`src/rtl/banco_registros_param.sv`:
```
// rtl/banco_registros_param.sv - parametrised register file: 1 write port, 2 registered read ports,
// read-during-write bypass, optional hardwired zero register and sequential bulk-clear engine.
module banco_registros_param #(
  parameter int WIDTH    = 8,
  parameter int ADDR_W   = 3,
  parameter int ZERO_REG = 0,
  parameter int BYPASS   = 1
) (
  input  logic              clk,
  input  logic              rst,
  input  logic [ADDR_W-1:0] w_addr,
  input  logic [WIDTH-1:0]  w_data,
  input  logic              en_addr,
  input  logic [ADDR_W-1:0] r_addr_a,
  input  logic [ADDR_W-1:0] r_addr_b,
  output logic [WIDTH-1:0]  r_data_a,
  output logic [WIDTH-1:0]  r_data_b,
  input  logic              clr_req,
  output logic              busy,
  output logic              clr_done
);

  localparam int DEPTH = 2**ADDR_W;

  typedef enum logic [1:0] {S_IDLE, S_CLEAR, S_DONE} state_t;

  state_t            r_state;
  state_t            w_state_nxt;
  logic [ADDR_W-1:0] r_ptr;
  logic [WIDTH-1:0]  r_mem [DEPTH];
  logic [WIDTH-1:0]  r_rd_a;
  logic [WIDTH-1:0]  r_rd_b;
  logic              r_busy;
  logic              r_done;
  logic              w_busy_nxt;
  logic              w_done_nxt;
  logic              w_we;
  logic              w_clr;
  logic [DEPTH-1:0]  w_dec;
  logic [WIDTH-1:0]  w_rd_a;
  logic [WIDTH-1:0]  w_rd_b;

  assign w_we  = en_addr & ~r_busy;
  assign w_clr = (r_state == S_CLEAR);

  always_comb begin
    w_dec = '0;
    if (w_we) w_dec[w_addr] = 1'b1;
    if (ZERO_REG != 0) w_dec[0] = 1'b0;
  end

  // The sweep owns the array while busy; w_dec is already gated off then.
  always_ff @(posedge clk or posedge rst) begin
    if (rst) begin
      for (int i = 0; i < DEPTH; i++) r_mem[i] <= '0;
    end else begin
      for (int i = 0; i < DEPTH; i++) begin
        if (ZERO_REG != 0 && i == 0)            r_mem[i] <= '0;
        else if (w_clr && r_ptr == ADDR_W'(i))  r_mem[i] <= '0;
        else if (w_dec[i])                      r_mem[i] <= w_data;
      end
    end
  end

  always_comb begin
    w_rd_a = r_mem[r_addr_a];
    w_rd_b = r_mem[r_addr_b];
    if (BYPASS != 0 && w_we && w_addr == r_addr_a) w_rd_a = w_data;
    if (BYPASS != 0 && w_we && w_addr == r_addr_b) w_rd_b = w_data;
    if (ZERO_REG != 0 && r_addr_a == '0) w_rd_a = '0;
    if (ZERO_REG != 0 && r_addr_b == '0) w_rd_b = '0;
  end

  always_ff @(posedge clk or posedge rst) begin
    if (rst) begin
      r_rd_a <= '0;
      r_rd_b <= '0;
    end else begin
      r_rd_a <= w_rd_a;
      r_rd_b <= w_rd_b;
    end
  end

  assign r_data_a = r_rd_a;
  assign r_data_b = r_rd_b;

  always_ff @(posedge clk or posedge rst) begin
    if (rst) begin
      r_state <= S_IDLE;
      r_ptr   <= '0;
      r_busy  <= 1'b0;
      r_done  <= 1'b0;
    end else begin
      r_state <= w_state_nxt;
      r_busy  <= w_busy_nxt;
      r_done  <= w_done_nxt;
      if (w_clr) r_ptr <= r_ptr + 1'b1;
    end
  end

  always_comb begin
    w_state_nxt = r_state;
    case (r_state)
      S_IDLE:  if (clr_req) w_state_nxt = S_CLEAR;
      S_CLEAR: if (r_ptr == ADDR_W'(DEPTH - 1)) w_state_nxt = S_DONE;
      S_DONE:  w_state_nxt = S_IDLE;
      default: w_state_nxt = S_IDLE;
    endcase
  end

  // Flags are decoded from the next state and registered so they never glitch.
  always_comb begin
    w_busy_nxt = (w_state_nxt == S_CLEAR);
    w_done_nxt = (w_state_nxt == S_DONE);
  end

  assign busy     = r_busy;
  assign clr_done = r_done;

endmodule

```
`config.mk`:
```
export PLATFORM = sky130hd
export DESIGN_NAME = banco_registros_param
export DESIGN_NICKNAME = d
export VERILOG_FILES = /design/src/rtl/banco_registros_param.sv
export SDC_FILE = /design/constraint.sdc
export NUM_CORES = 1
export LEC_CHECK = 0
export CAP_MARGIN = 20
export CELL_PAD_IN_SITES_DETAIL_PLACEMENT = 0
export CELL_PAD_IN_SITES_GLOBAL_PLACEMENT = 1
export CORE_MARGIN = 5
export CORE_UTILIZATION = 51
export DETAILED_ROUTE_END_ITERATION = 8
export MAX_ROUTING_LAYER = met4
export PLACE_DENSITY_LB_ADDON = 0.1
export SETUP_SLACK_MARGIN = 0.4
export SYNTH_ARGS = -nofsm -noshare
export SYNTH_HDL_FRONTEND = slang
export SYNTH_SLANG_ARGS = --single-unit
```
`constraint.sdc`:
```
create_clock -name clk -period 8.05 [get_ports clk]
set_input_delay 1.2075 -clock clk [delete_from_list [all_inputs] [get_ports clk]]
set_output_delay 1.2075 -clock clk [all_outputs]
set_load 0.02 [all_outputs]
```
Yosys cells after proc, flatten, opt, wreduce, memory -nomap -nowiden
Cells that the tools add are included.

RAM bits: 0. Memories: 0. Input bits: 21. Output and inout bits: 18. Bits in latches: 0. ROM bits: 0. Bits in registers: 87.

Equality and inequality tests: 12. Div/mod/pow operators: 0. Bitwise operators: 4. Add/sub/neg operators: 1. Multiplexer cells: 30. Multipliers: 0. Reductions and logical operators: 21. Shift operators: 0. Order comparisons: 4.

Operators by type and width (number): $mux 8 (23); $bmux 8 s3 (2); $reduce_bool 2->1 (8); $eq 3x3->1 const B (4); $logic_and 1x1->1 (11); $ge 4x4->1 const B (2); $not 3->4 (2); $eq 3x2->1 const B (2); $eq 3x3->1 (2); $eq 2x1->1 const B (2); $lt 3x4->1 const B (1); $mux 2 (2); $pmux 2 s2 (1); $add 3x1->3 const B (1); $demux 1 s3 (1); $eq 3x1->1 const B (1); $ge 3x1->1 const B (1); $logic_not 3->1 (1); $eq 2x2->1 const B (1); $logic_not 2->1 (1); $and 1x1->1 (1); $mux 1 (1); $not 1->1 (1).

Longest topological paths before layout
Gate-level depths: netlist (run 1).

Depth in word-level cells: 7. Gate-level depth with buffers: 6.

Least setup slack after synthesis (run 1)
Ideal clock, no wire load.

Kind: input to register. From: input r_addr_b[1]. To: register r_rd_b[0] (netlist: r_data_b[0]). Stages: 5. Arrival: 2642 ps. Buffers on the path: 2. Setup time: 125 ps. Slack: 5284 ps. Path through: clkbuf_1 > clkbuf_1 > mux4_2 > mux2_2 > mux2_2.

Word-level cells in the longest chain between the ends: 5.

Ends and longest elaborated chain: from (decl) (line 15) `input logic [ADDR_W-1:0] r_addr_b,`; $not 3->4 (not written as such) (line 67) `w_rd_b = r_mem[r_addr_b];`; $bmux 8 s3 (line 67); $mux 8 (not written as such) (2 in a row) (line 67); $mux 8 (*) (line 69) `if (BYPASS != 0 && w_we && w_addr == r_addr_b) w_rd_b = w_data;`; via w_rd_b[0] (line 41) `logic [WIDTH-1:0] w_rd_b;`; to (signal assigned) (line 80) `r_rd_b <= w_rd_b;`; to (decl) (line 32) `logic [WIDTH-1:0] r_rd_b;`.

Mark *: on every way through the listed nets, which the timed path passes. The rest lies on a longest branch. The select of a mux whose other input is x is not followed. A chain may end at the register's enable or synchronous reset.

Final worst setup path (run 1)
From: input r_addr_a[0]. To: register r_rd_a[5] (netlist: r_data_a[5]).

Word-level cells in the longest chain between the ends: 5.

Ends and longest elaborated chain: from (decl) (line 14) `input logic [ADDR_W-1:0] r_addr_a,`; $not 3->4 (not written as such) (line 66) `w_rd_a = r_mem[r_addr_a];`; $bmux 8 s3 (line 66); $mux 8 (not written as such) (2 in a row) (line 66); $mux 8 (*) (line 68) `if (BYPASS != 0 && w_we && w_addr == r_addr_a) w_rd_a = w_data;`; via w_rd_a[5] (line 40) `logic [WIDTH-1:0] w_rd_a;`; to (signal assigned) (line 79) `r_rd_a <= w_rd_a;`; to (decl) (line 31) `logic [WIDTH-1:0] r_rd_a;`.

Marks and branches as above.

==> key figures, run 1 <==
Routing
  – Post-detailed-route via-to-cell ratio: 6.34
  – Drt drc: 0
  – Number of DRC markers in iteration 0: between 200 and 300
  – First-pass iteration count of the detailed router: 5
  – Residual antenna-violating net count after detailed routing: 0
  – Via count: ~3700
  – Total wire length after detailed routing: 13800 µm
  – Routed wirelength normalized by instance count: 23.6 µm

STA
  – Actual slew at the worst max-slew pin: around 1000 ps
  – Post-Route Hold Slack: 481 ps
  – Clock skew: 10.7 ps
  – Setup TNS after final layout: 0 ps
  – Shortest clock period the worst path allows after layout: 3330 ps
  – Slew Limit Fails: 0
  – Final count of negative-setup-slack endpoints: 0
  – Period utilisation layout: 41.3%
  – RSZ-0062 raised after global routing: no
  – Max transition margin: 30.7%
  – Max Clk Rate: 301 MHz
  – Number of hold violations in the final report: 0

Clocking
  – Clock root buffer: sky130_fd_sc_hd__clkbuf_8
  – Buffers from clock root to sink, at most: 2
  – Clock insertion delay at the later pin of the skew report: around 360 ps
  – CTS hold repair buffers: 0
  – CTS H-tree depth: 3
  – Number of cells upsized or downsized after cts: 0
  – Clock transition at the registers of the reported paths: 90 ps
  – Post-CTS setup buffer count: 0
  – TritonCTS Buffers: 9
  – CTS Sinks: 87
  – CTS tree: done

Place
  – Input/output buffers: 38
  – Routability congestion estimate: 0.819
  – Placed Area: between 0.005 and 0.006 mm²
  – Post-detailed-placement half-perimeter wirelength: about 8800 µm
  – Number of cells after detailed placement: 567

Power and ir drop
  – Power per standard cell area: 291 mW/mm²
  – Peak VDD IR: just under 200 µV
  – Reported leakage power: approximately 2.4 nW

Cells and area
  – Share of the core filled with cells: 58.7%
  – Finished Layout Cells: 586
  – Fraction of final layout cells sized beyond drive strength 1: 16.0%
  – Area taken by flip-flops and latches: around 0.0022 mm²
  – Area added between synthesis and finish: 11.6%
  – Filler Cell Count: 792
  – Final instance area: 0.00548 mm²
  – Footprint of the multi-input gates: 0.00245 mm²
  – Net count of the finished layout: 479
  – Count of inserted antenna diode cells: 0

Die
  – Die Width: 108 µm
  – Number of standard-cell rows in the floorplan: 35
  – Placeable Area: 0.00933 mm²
  – Height of the chip: 108 µm
  – Initial core utilization: 52.6%
  – Area of the die: about 0.012 mm²
  – Number of placed I/O pins: 39

Logic synthesis
  – Area of the mapped netlist: 0.00491 mm²
  – Share of the yosys chip area belonging to registers: between 40 and 50%
  – Number of synthesized register bits: 87
  – Total number of yosys warnings: 0
  – Distinct cells, synth: 31
  – Synth Instances: roughly 450
  – Synthesized area divided by synthesized cell count: ~11 µm²
  – Post-Syn Nets: between 400 and 500

Global route
  – Wire length of the first global-routing pass: approximately 22000 µm
  – Sum of overflow across all layers after global routing: 0
  – Via count of the first global-routing pass: between 3000 and 4000
  – Pin count of the biggest net entering global routing: 61
  – Overall fraction of global-route tracks in use: 25.5%
  – Antenna violations before repair: 0

Worst setup path
  – Critical Path Sink Type: register
  – Crit-path max FO: 17
  – Req. time, crit path: 8300 ps
  – Startpoint types: input pin
  – Classification of the worst setup path: input pin to register
  – Data arrival time of the critical path: about 3600 ps

Status
  – Run status: complete, no violations

Run
  – Max-cap viol count: 0

Worst hold path
  – Type of the most critical hold path: register to register
==> report_power, final <==
| part | switching (mW) | total (mW) | internal [mW] |
|---|---|---|---|
| sequential | 0.114 | 0.699 | 0.585 |
| clock | 0.172 | 0.326 | 0.154 |
| combinational | 0.286 | 0.569 | 0.283 |
==> state kept, by name, summed over array words and instances, names as in the netlist <==
register / count
busy: 1
r_state: 2
r_data_b: 8
r_mem: 64
r_data_a: 8
r_ptr: 3
clr_done: 1
==> synthesized netlist by cell type <==
cell | count | share of area [%]
sky130_fd_sc_hd__a21oi_1 | 64 | 6.5
sky130_fd_sc_hd__and2_1 | 2 | 0.25
sky130_fd_sc_hd__and3_1 | 6 | 0.76
sky130_fd_sc_hd__and3b_1 | 1 | 0.18
sky130_fd_sc_hd__buf_1 | 2 | 0.15
sky130_fd_sc_hd__buf_12 | 2 | 0.82
sky130_fd_sc_hd__buf_2 | 5 | 0.51
sky130_fd_sc_hd__buf_6 | 2 | 0.46
sky130_fd_sc_hd__buf_8 | 1 | 0.31
sky130_fd_sc_hd__clkbuf_1 | 41 | 3.1
sky130_fd_sc_hd__dfrtp_1 | 87 | 44
sky130_fd_sc_hd__ha_1 | 6 | 1.5
sky130_fd_sc_hd__inv_1 | 5 | 0.38
sky130_fd_sc_hd__mux2_2 | 30 | 6.9
sky130_fd_sc_hd__mux2_4 | 2 | 0.61
sky130_fd_sc_hd__mux2i_1 | 1 | 0.20
sky130_fd_sc_hd__mux4_1 | 18 | 9.6
sky130_fd_sc_hd__mux4_2 | 14 | 6.4
sky130_fd_sc_hd__nand2_1 | 3 | 0.23
sky130_fd_sc_hd__nand2b_1 | 3 | 0.38
sky130_fd_sc_hd__nand3_1 | 64 | 6.5
sky130_fd_sc_hd__nand3b_1 | 1 | 0.15
sky130_fd_sc_hd__nand4_1 | 2 | 0.25
sky130_fd_sc_hd__nor2_1 | 5 | 0.38
sky130_fd_sc_hd__nor2b_1 | 4 | 0.51
sky130_fd_sc_hd__nor3b_1 | 1 | 0.15
sky130_fd_sc_hd__o21ai_0 | 12 | 1.2
sky130_fd_sc_hd__o21ai_1 | 54 | 5.5
sky130_fd_sc_hd__or2_1 | 1 | 0.13
sky130_fd_sc_hd__or3b_1 | 1 | 0.18
sky130_fd_sc_hd__xnor2_1 | 7 | 1.2
==> cells by family (layout without fill, tap and decap cells) <==
group                      after synthesis  in the layout  synth area share (%)
muxes                                   65             65                  23.8
buffers and inverters                   58             68                  5.76
and+or+nand+nor                         94             94                  10.1
adders and majority gates                6              6                  1.53
AOI/OAI and AO/OA                      130            130                  13.3
DFF                                     87             87                  44.4
xor gates and xnor gates                 7              7                  1.25
==> final cells by class <==
| class | instances | area share [%] |
|---|---|---|
| Tap cell | 129 | 2.95 |
| Inverter | 5 | 0.365 |
| Multi-Input combinational cell | 302 | 44.8 |
| Clock inverter | 6 | 1.26 |
| Clock buffer | 10 | 2.51 |
| Sequential cell | 87 | 39.7 |
| Timing Repair Buffer | 47 | 8.38 |
==> layout by cell type, fill, tap and decap left out, types with 2 or more instances in the layout <==
cell type,n
sky130_fd_sc_hd__nand2_1,3
sky130_fd_sc_hd__and3_1,6
sky130_fd_sc_hd__nand3_1,64
sky130_fd_sc_hd__a21oi_1,64
sky130_fd_sc_hd__xnor2_1,7
sky130_fd_sc_hd__dfrtp_1,87
sky130_fd_sc_hd__nand4_1,2
sky130_fd_sc_hd__mux2_4,2
sky130_fd_sc_hd__buf_4,7
sky130_fd_sc_hd__clkdlybuf4s50_1,38
sky130_fd_sc_hd__clkinv_2,2
sky130_fd_sc_hd__nor2_1,5
sky130_fd_sc_hd__mux4_1,18
sky130_fd_sc_hd__mux4_2,14
sky130_fd_sc_hd__ha_1,6
sky130_fd_sc_hd__inv_1,4
sky130_fd_sc_hd__clkbuf_8,10
sky130_fd_sc_hd__and2_1,2
sky130_fd_sc_hd__o21ai_1,54
sky130_fd_sc_hd__clkinv_4,2
sky130_fd_sc_hd__nor2b_1,4
sky130_fd_sc_hd__nand2b_1,3
sky130_fd_sc_hd__mux2_2,30
sky130_fd_sc_hd__o21ai_0,12
==> worst paths after layout <==
kind,start,to,slack (ps),cells after the start
min in group asynchronous,rst,r_mem[21],1170,2
worst min-delay path,r_state[1],r_state[0],480,1
worst max register to register,busy,r_data_a[5],6270,3
max in group asynchronous,rst,r_ptr[1],5730,3
worst max-delay path,r_addr_a[0],r_data_a[5],4720,4
worst min register to register,r_state[1],r_state[0],480,1
==> per-layer routing <==
layer	track usage [%]	vias up	wire length (µm)
li1	-	1667	-
met1	35.6	1868	5820
met2	39.2	156	6870
met3	4.36	22	897
met4	6.49	0	233
met5	-	-	0
==> worst max-delay path, stage by stage <==
cell and delay, ps:
sky130_fd_sc_hd__clkdlybuf4s50_1 1150, sky130_fd_sc_hd__xnor2_1 200, sky130_fd_sc_hd__nand4_1 520, sky130_fd_sc_hd__mux2_2 480
==> per-stage QoR <==
stage	worst slack, ps	total power, mW
2_1_floorplan	4590	1.07
3_3_place_gp	4330	1.26
3_5_place_dp	4300	1.27
4_1_cts	4680	1.59
5_1_grt	4590	1.69
6_report	4720	1.59
Note: power is estimated with default switching activity, not from simulation.
==> run 2: changes to the inputs <==
--- a/config.mk
+++ b/config.mk
@@ -9,7 +9,7 @@
 export CELL_PAD_IN_SITES_DETAIL_PLACEMENT = 0
 export CELL_PAD_IN_SITES_GLOBAL_PLACEMENT = 1
 export CORE_MARGIN = 5
-export CORE_UTILIZATION = 51
+export CORE_UTILIZATION = 47
 export DETAILED_ROUTE_END_ITERATION = 8
 export MAX_ROUTING_LAYER = met4
 export PLACE_DENSITY_LB_ADDON = 0.1
==> constraint.sdc (replaced) <==
create_clock -name clk -period 3.1 [get_ports clk]
set_input_delay 0.465 -clock clk [delete_from_list [all_inputs] [get_ports clk]]
set_output_delay 0.465 -clock clk [all_outputs]
set_load 0.02 [all_outputs]
==> key figures, run 2 (same netlist as run 1, synthesis figures left out) <==
Worst setup path
  – Most prevalent standard cell on the critical path: sky130_fd_sc_hd__mux2_2
  – Slowest Stage Delay on Critical Path: 610 ps (-540 ps)
  – Req. time, crit path: 3350 ps (-4950 ps)
  – Crit-path max FO: 17 (unchanged)
  – Classification of the worst setup path: input pin to register
  – Critical path buffers and inverters: 2 (+1)
  – CP max stage cell: sky130_fd_sc_hd__mux4_1
  – Family with the most delay on the worst path: multiplexers
  – Cell breakdown of the critical path: clkdlybuf4s50_1 -> buf_4 -> mux4_1 -> mux2_2 -> mux2_2
  – Startpoint types: input pin
  – Critical Path Sink Type: register
  – Data arrival time of the critical path: 2380 ps (-1200 ps)

Die
  – Die Width: 112 µm (+3.8%)
  – Height of the chip: 112 µm (+3.8%)
  – Number of standard-cell rows in the floorplan: 37 (+5.7%)
  – Number of placed I/O pins: 39 (unchanged)
  – Area of the die: 0.0126 mm² (+7.7%)
  – Initial core utilization: 47.8% (-4.9 points)
  – Placeable Area: 0.0103 mm² (+10%)

Worst hold path
  – Type of the most critical hold path: register to register

Global route
  – Overall fraction of global-route tracks in use: 24.3% (-1.2 points)
  – Wire length of the first global-routing pass: 22500 µm (+3.8%)
  – Pin count of the biggest net entering global routing: 88 (+44%)
  – Via count of the first global-routing pass: 3710 (+2.7%)
  – Antenna violations before repair: 0 (unchanged)
  – Sum of overflow across all layers after global routing: 0 (unchanged)

Clocking
  – CTS H-tree depth: 3 (unchanged)
  – Clock transition at the registers of the reported paths: 90 ps (about the same)
  – CTS Sinks: 87 (unchanged)
  – TritonCTS Buffers: 9 (unchanged)
  – CTS hold repair buffers: 0 (unchanged)
  – Buffers from clock root to sink, at most: 2 (unchanged)
  – Clock insertion delay at the later pin of the skew report: 370 ps (about the same)
  – CTS tree: done
  – Post-CTS setup buffer count: 0 (unchanged)
  – Clock root buffer: sky130_fd_sc_hd__clkbuf_8
  – Number of cells upsized or downsized after cts: 0 (unchanged)

Status
  – Run status: complete, no violations

Routing
  – Post-detailed-route via-to-cell ratio: 6.21 (-2.0%)
  – Drt drc: 0 (unchanged)
  – First-pass iteration count of the detailed router: 4 (-1)
  – Via count: 3743 (+0.81%)
  – Number of DRC markers in iteration 0: 242 (-16%)
  – Residual antenna-violating net count after detailed routing: 0 (unchanged)
  – Total wire length after detailed routing: 14300 µm (+3.8%)
  – Routed wirelength normalized by instance count: 23.8 µm (+0.90%)

Cells and area
  – Finished Layout Cells: 603 (+2.9%)
  – Largest Register: r_mem
  – Area added between synthesis and finish: 14.0%
  – Count of inserted antenna diode cells: 0 (unchanged)
  – Max FFs per register: 64 (unchanged)
  – Filler Cell Count: 944 (+19%)
  – Final instance area: 0.00560 mm² (+2.2%)
  – Net count of the finished layout: 490 (+2.3%)
  – Commonest non-fill, non-tap cells in the layout: sky130_fd_sc_hd__dfrtp_1, sky130_fd_sc_hd__nand3_1, sky130_fd_sc_hd__a21oi_1
  – Leading cell type in the layout, fill and taps excluded: sky130_fd_sc_hd__dfrtp_1
  – Fraction of final layout cells sized beyond drive strength 1: 17.8% (+1.8 points)

STA
  – Actual slew at the worst max-slew pin: 784 ps (-253 ps)
  – Clock skew: 14.9 ps (+4.13 ps)
  – Max Clk Rate: between 400 and 500 MHz
  – Final count of negative-setup-slack endpoints: 0 (unchanged)
  – RSZ-0062 raised after global routing: no
  – Setup TNS after final layout: 0 ps (unchanged)
  – Slew Limit Fails: 0 (unchanged)
  – Number of hold violations in the final report: 0 (unchanged)
  – Shortest clock period the worst path allows after layout: between 2000 and 2500 ps
  – Post-Route Hold Slack: 478 ps (-2.35 ps)
  – Period utilisation layout: 68.7%
  – Max transition margin: 47.5% (+17 points)

Power and ir drop
  – Total power of the final layout: 4.25 mW (+170%)
  – Power per standard cell area: 760 mW/mm² (+160%)
  – Reported leakage power: 2.43 nW (+2.7%)
  – Peak VDD IR: 374 µV (+94%)

Place
  – Number of cells after detailed placement: 588 (+3.7%)
  – Routability congestion estimate: 0.851 (+3.9%)
  – Input/output buffers: 38 (unchanged)
  – Post-detailed-placement half-perimeter wirelength: 9490 µm (+7.6%)
  – Placed Area: 0.00537 mm² (+2.4%)

Run
  – Max-cap viol count: 0 (unchanged)
==> run 2: changes by cell type in the layout (fill, tap and decap cells not counted), sizes merged <==
cell	delta
buf	+11
bufinv	+1
clkbuf	+2
clkinv	-3
inv	-1
==> run 2: power breakdown <==
group	internal, mW	leakage [nW]	switching (mW)
Sequential	1.52	1.18	0.329
Combinational	0.745	1.13	0.737
Clock	0.515	0.118	0.409
Total	2.78	2.43	1.48
==> run 2: layout make-up <==
class / count / area, µm² / share of cell area [%]
Multi-Input combinational cell: 302 / 2450 / 43.8
Sequential cell: 87 / 2180 / 38.9
Timing Repair Buffer: 58 / 543 / 9.70
Tap cell: 136 / 170 / 3.04
Clock buffer: 12 / 165 / 2.95
Clock inverter: 3 / 65.1 / 1.16
Inverter: 5 / 22.5 / 0.402
==> run 2: routing by layer <==
metal  GRT usage [%]  up-vias  share of wire, %
met4            8.57        0               1.7
met2            36.0      153                47
met1            34.0     1894                44
met3            4.15       13               7.1
met5               -        -                 0
li1                -     1683                 -
==> run 2: path summary, 6_finish.rpt <==
| kind | depth (start not counted) | from | slack [ps] | end |
|---|---|---|---|---|
| worst max-delay path | 5 | r_addr_a[0] | 970 | r_data_a[5] |
| worst min-delay path | 1 | r_state[1] | 480 | busy |
| min in group asynchronous | 3 | rst | 550 | r_mem[26] |
| worst max register to register | 5 | r_ptr[0] | 1470 | r_mem[6] |
| max in group asynchronous | 3 | rst | 2110 | r_mem[28] |
| worst min register to register | 1 | r_state[1] | 480 | busy |
==> run 2: through the flow <==
stage          worst slack (ps)  utilization (%)
6_report                    969             54.5
5_1_grt                     906             54.5
2_1_floorplan              1080                -
3_5_place_dp                580             52.2
3_3_place_gp                596             52.2
4_1_cts                     980             54.5
==> run 3: changes to the inputs <==
==> constraint.sdc (replaced) <==
create_clock -name clk -period 2.1 [get_ports clk]
set_input_delay 0.315 -clock clk [delete_from_list [all_inputs] [get_ports clk]]
set_output_delay 0.315 -clock clk [all_outputs]
set_load 0.02 [all_outputs]
==> key figures, run 3 (same netlist as run 1, synthesis figures left out) <==
STA
  – Max transition margin: 56.8% (+9.3 points)
  – Post-Route Hold Slack: 278 ps (-200 ps)
  – Slew Limit Fails: 0 (unchanged)
  – Worst Slack Setup Final: 434 ps (-535 ps)
  – Actual slew at the worst max-slew pin: 646 ps (-138 ps)
  – Setup TNS after final layout: 0 ps (unchanged)
  – Final count of negative-setup-slack endpoints: 0 (unchanged)
  – RSZ-0062 raised after global routing: no
  – Clock skew: 15.1 ps (+0.199 ps)
  – Number of hold violations in the final report: 0 (unchanged)
  – Period utilisation layout: 79.3%
  – Shortest clock period the worst path allows after layout: roughly 1700 ps
  – Max Clk Rate: 600 MHz

Die
  – Initial core utilization: 47.8% (unchanged)
  – Height of the chip: 112 µm (unchanged)
  – Number of standard-cell rows in the floorplan: 37 (unchanged)
  – Area of the die: 0.0126 mm² (unchanged)
  – Number of placed I/O pins: 39 (unchanged)
  – Placeable Area: 0.0103 mm² (unchanged)
  – Die Width: 112 µm (unchanged)

Cells and area
  – Share of the core filled with cells: 56.6% (+2.1 points)
  – Final instance area: 0.00581 mm² (+3.9%)
  – Area taken by flip-flops and latches: 0.00218 mm² (unchanged)
  – Largest Register: r_mem
  – Max FFs per register: 64 (unchanged)
  – Fraction of final layout cells sized beyond drive strength 1: 21.3% (+3.5 points)
  – Commonest non-fill, non-tap cells in the layout: sky130_fd_sc_hd__dfrtp_1, sky130_fd_sc_hd__nand3_1, sky130_fd_sc_hd__a21oi_1
  – Area added between synthesis and finish: 18.4%
  – Count of inserted antenna diode cells: 0 (unchanged)
  – Leading cell type in the layout, fill and taps excluded: sky130_fd_sc_hd__dfrtp_1
  – Filler Cell Count: 917 (-2.9%)
  – Footprint of the multi-input gates: 0.00244 mm² (-0.41%)
  – Finished Layout Cells: 615 (+2.0%)
  – Net count of the finished layout: 502 (+2.4%)

Status
  – Run status: complete, no violations

Worst setup path
  – Crit-path max FO: 8 (-9)
  – Data arrival time of the critical path: 1900 ps (-480 ps)
  – Critical path buffers and inverters: 2 (unchanged)
  – Endpoint of the most critical register-to-register path: r_data_a[2]
  – Family with the most delay on the worst path: multiplexers
  – Reg-to-Reg Start: r_mem[50]
  – Cells on worst reg2reg path: 3 (-2)
  – Classification of the worst setup path: input pin to register
  – Startpoint types: input pin
  – Most prevalent standard cell on the critical path: sky130_fd_sc_hd__mux2_2
  – R2R Setup Slk: 510 ps (-960 ps)
  – CP max stage cell: sky130_fd_sc_hd__mux4_2
  – Req. time, crit path: 2340 ps (-1010 ps)
  – Critical Path Sink Type: register
  – Slowest Stage Delay on Critical Path: 490 ps (-120 ps)
  – Cell breakdown of the critical path: clkdlybuf4s15_2 -> bufbuf_16 -> mux4_2 -> mux2_2 -> mux2_2

Clocking
  – Buffers from clock root to sink, at most: 2 (unchanged)
  – TritonCTS Buffers: 9 (unchanged)
  – CTS H-tree depth: 3 (unchanged)
  – CTS tree: done
  – CTS Sinks: 87 (unchanged)
  – Clock insertion delay at the later pin of the skew report: 360 ps (about the same)
  – Clock root buffer: sky130_fd_sc_hd__clkbuf_8
  – Clock transition at the registers of the reported paths: 90 ps (about the same)

Worst hold path
  – Type of the most critical hold path: input pin to async pin

Routing
  – Drt drc: 0 (unchanged)
  – Post-detailed-route via-to-cell ratio: 6.28 (+1.2%)
  – First-pass iteration count of the detailed router: 8 (+4)
  – Number of DRC markers in iteration 0: 344 (+42%)
  – Total wire length after detailed routing: 14600 µm (+1.9%)
  – Routed wirelength normalized by instance count: 23.8 µm (-0.11%)
  – Residual antenna-violating net count after detailed routing: 0 (unchanged)
  – Via count: 3864 (+3.2%)

Place
  – Input/output buffers: 38 (unchanged)
  – Routability congestion estimate: 0.930 (+9.3%)
  – Number of cells after detailed placement: 596 (+1.4%)
  – Post-detailed-placement half-perimeter wirelength: 9650 µm (+1.7%)
  – Place WS: -156 ps (-735 ps)
  – Placed Area: 0.00550 mm² (+2.5%)

Power and ir drop
  – Reported leakage power: 2.57 nW (+5.8%)
  – Peak VDD IR: 594 µV (+59%)
  – Switching power share of the total: 34.3% (-0.35 points)
  – Relative contribution of the clock network to total power: 21.7% (about the same)
  – Switching power summed over all nets: 2.19 mW (+48%)
  – Internal power: 4.18 mW (+51%)
  – Reg power frac: 42.9% (-0.5 points)
  – Combinational share of power: 35.3% (+0.4 points)
  – Power per standard cell area: 1100 mW/mm² (+44%)
  – Total power of the final layout: 6.37 mW (+50%)

Global route
  – Sum of overflow across all layers after global routing: 0 (unchanged)
  – Wire length of the first global-routing pass: 22800 µm (+1.3%)
  – Antenna violations before repair: 0 (unchanged)
  – Via count of the first global-routing pass: 3825 (+3.1%)
  – Overall fraction of global-route tracks in use: 24.5% (+0.18 points)
  – Pin count of the biggest net entering global routing: 38 (-57%)

Run
  – Max-cap viol count: 0 (unchanged)
[run 3: worst reg2reg max path, cell delays in order (launching register included)]
cell and delay [ps]:
sky130_fd_sc_hd__dfrtp_1 440, sky130_fd_sc_hd__mux4_1 520, sky130_fd_sc_hd__mux2_2 270, sky130_fd_sc_hd__mux2_2 270
[run 3: worst max-delay path by stage]
stage	start	end	cells after the start
3_3_place_gp	r_addr_a[0]	r_data_a[4]	5
3_5_place_dp	r_addr_a[0]	r_data_a[3]	5
2_1_floorplan	r_addr_b[0]	r_data_b[4]	5
6_report	r_addr_a[0]	r_data_a[4]	5
5_1_grt	r_data_b[4]	r_data_b[4]	1
4_1_cts	r_addr_b[0]	r_data_b[2]	5
[run 3: final cells by class]
cell class | instances | area share, %
clock inverters | 4 | 1.64
flip-flops and latches | 87 | 37.5
clock buffers | 11 | 2.26
repair buffers | 70 | 13.3
multi-input cells | 302 | 42.0
inverters | 5 | 0.387
well taps | 136 | 2.93
[run 3: what timing repair did]
item / in CTS / in global routing
setup endpoints to repair: 17 / 37
gates cloned: 2 / 0
resized for setup: 6 / 7
setup buffers: 2 / 0
hold buffers: 0 / 0
[run 3: power by group through the flow]
stage / clock, mW / sequential (mW) / combinational, mW
3_5_place_dp: 0 / 2.75 / 2.23
6_report: 1.38 / 2.73 / 2.25
5_1_grt: 1.48 / 2.79 / 2.42
4_1_cts: 1.40 / 2.71 / 2.26
2_1_floorplan: 0 / 2.67 / 1.43
3_3_place_gp: 0 / 2.73 / 2.18
[run 3: per-layer routing]
| layer | global-route usage (%) | routed length [µm] |
|---|---|---|
| met5 | - | 0 |
| met4 | 11.4 | 633 |
| met3 | 3.61 | 773 |
| met2 | 36.5 | 6790 |
| met1 | 33.1 | 6410 |
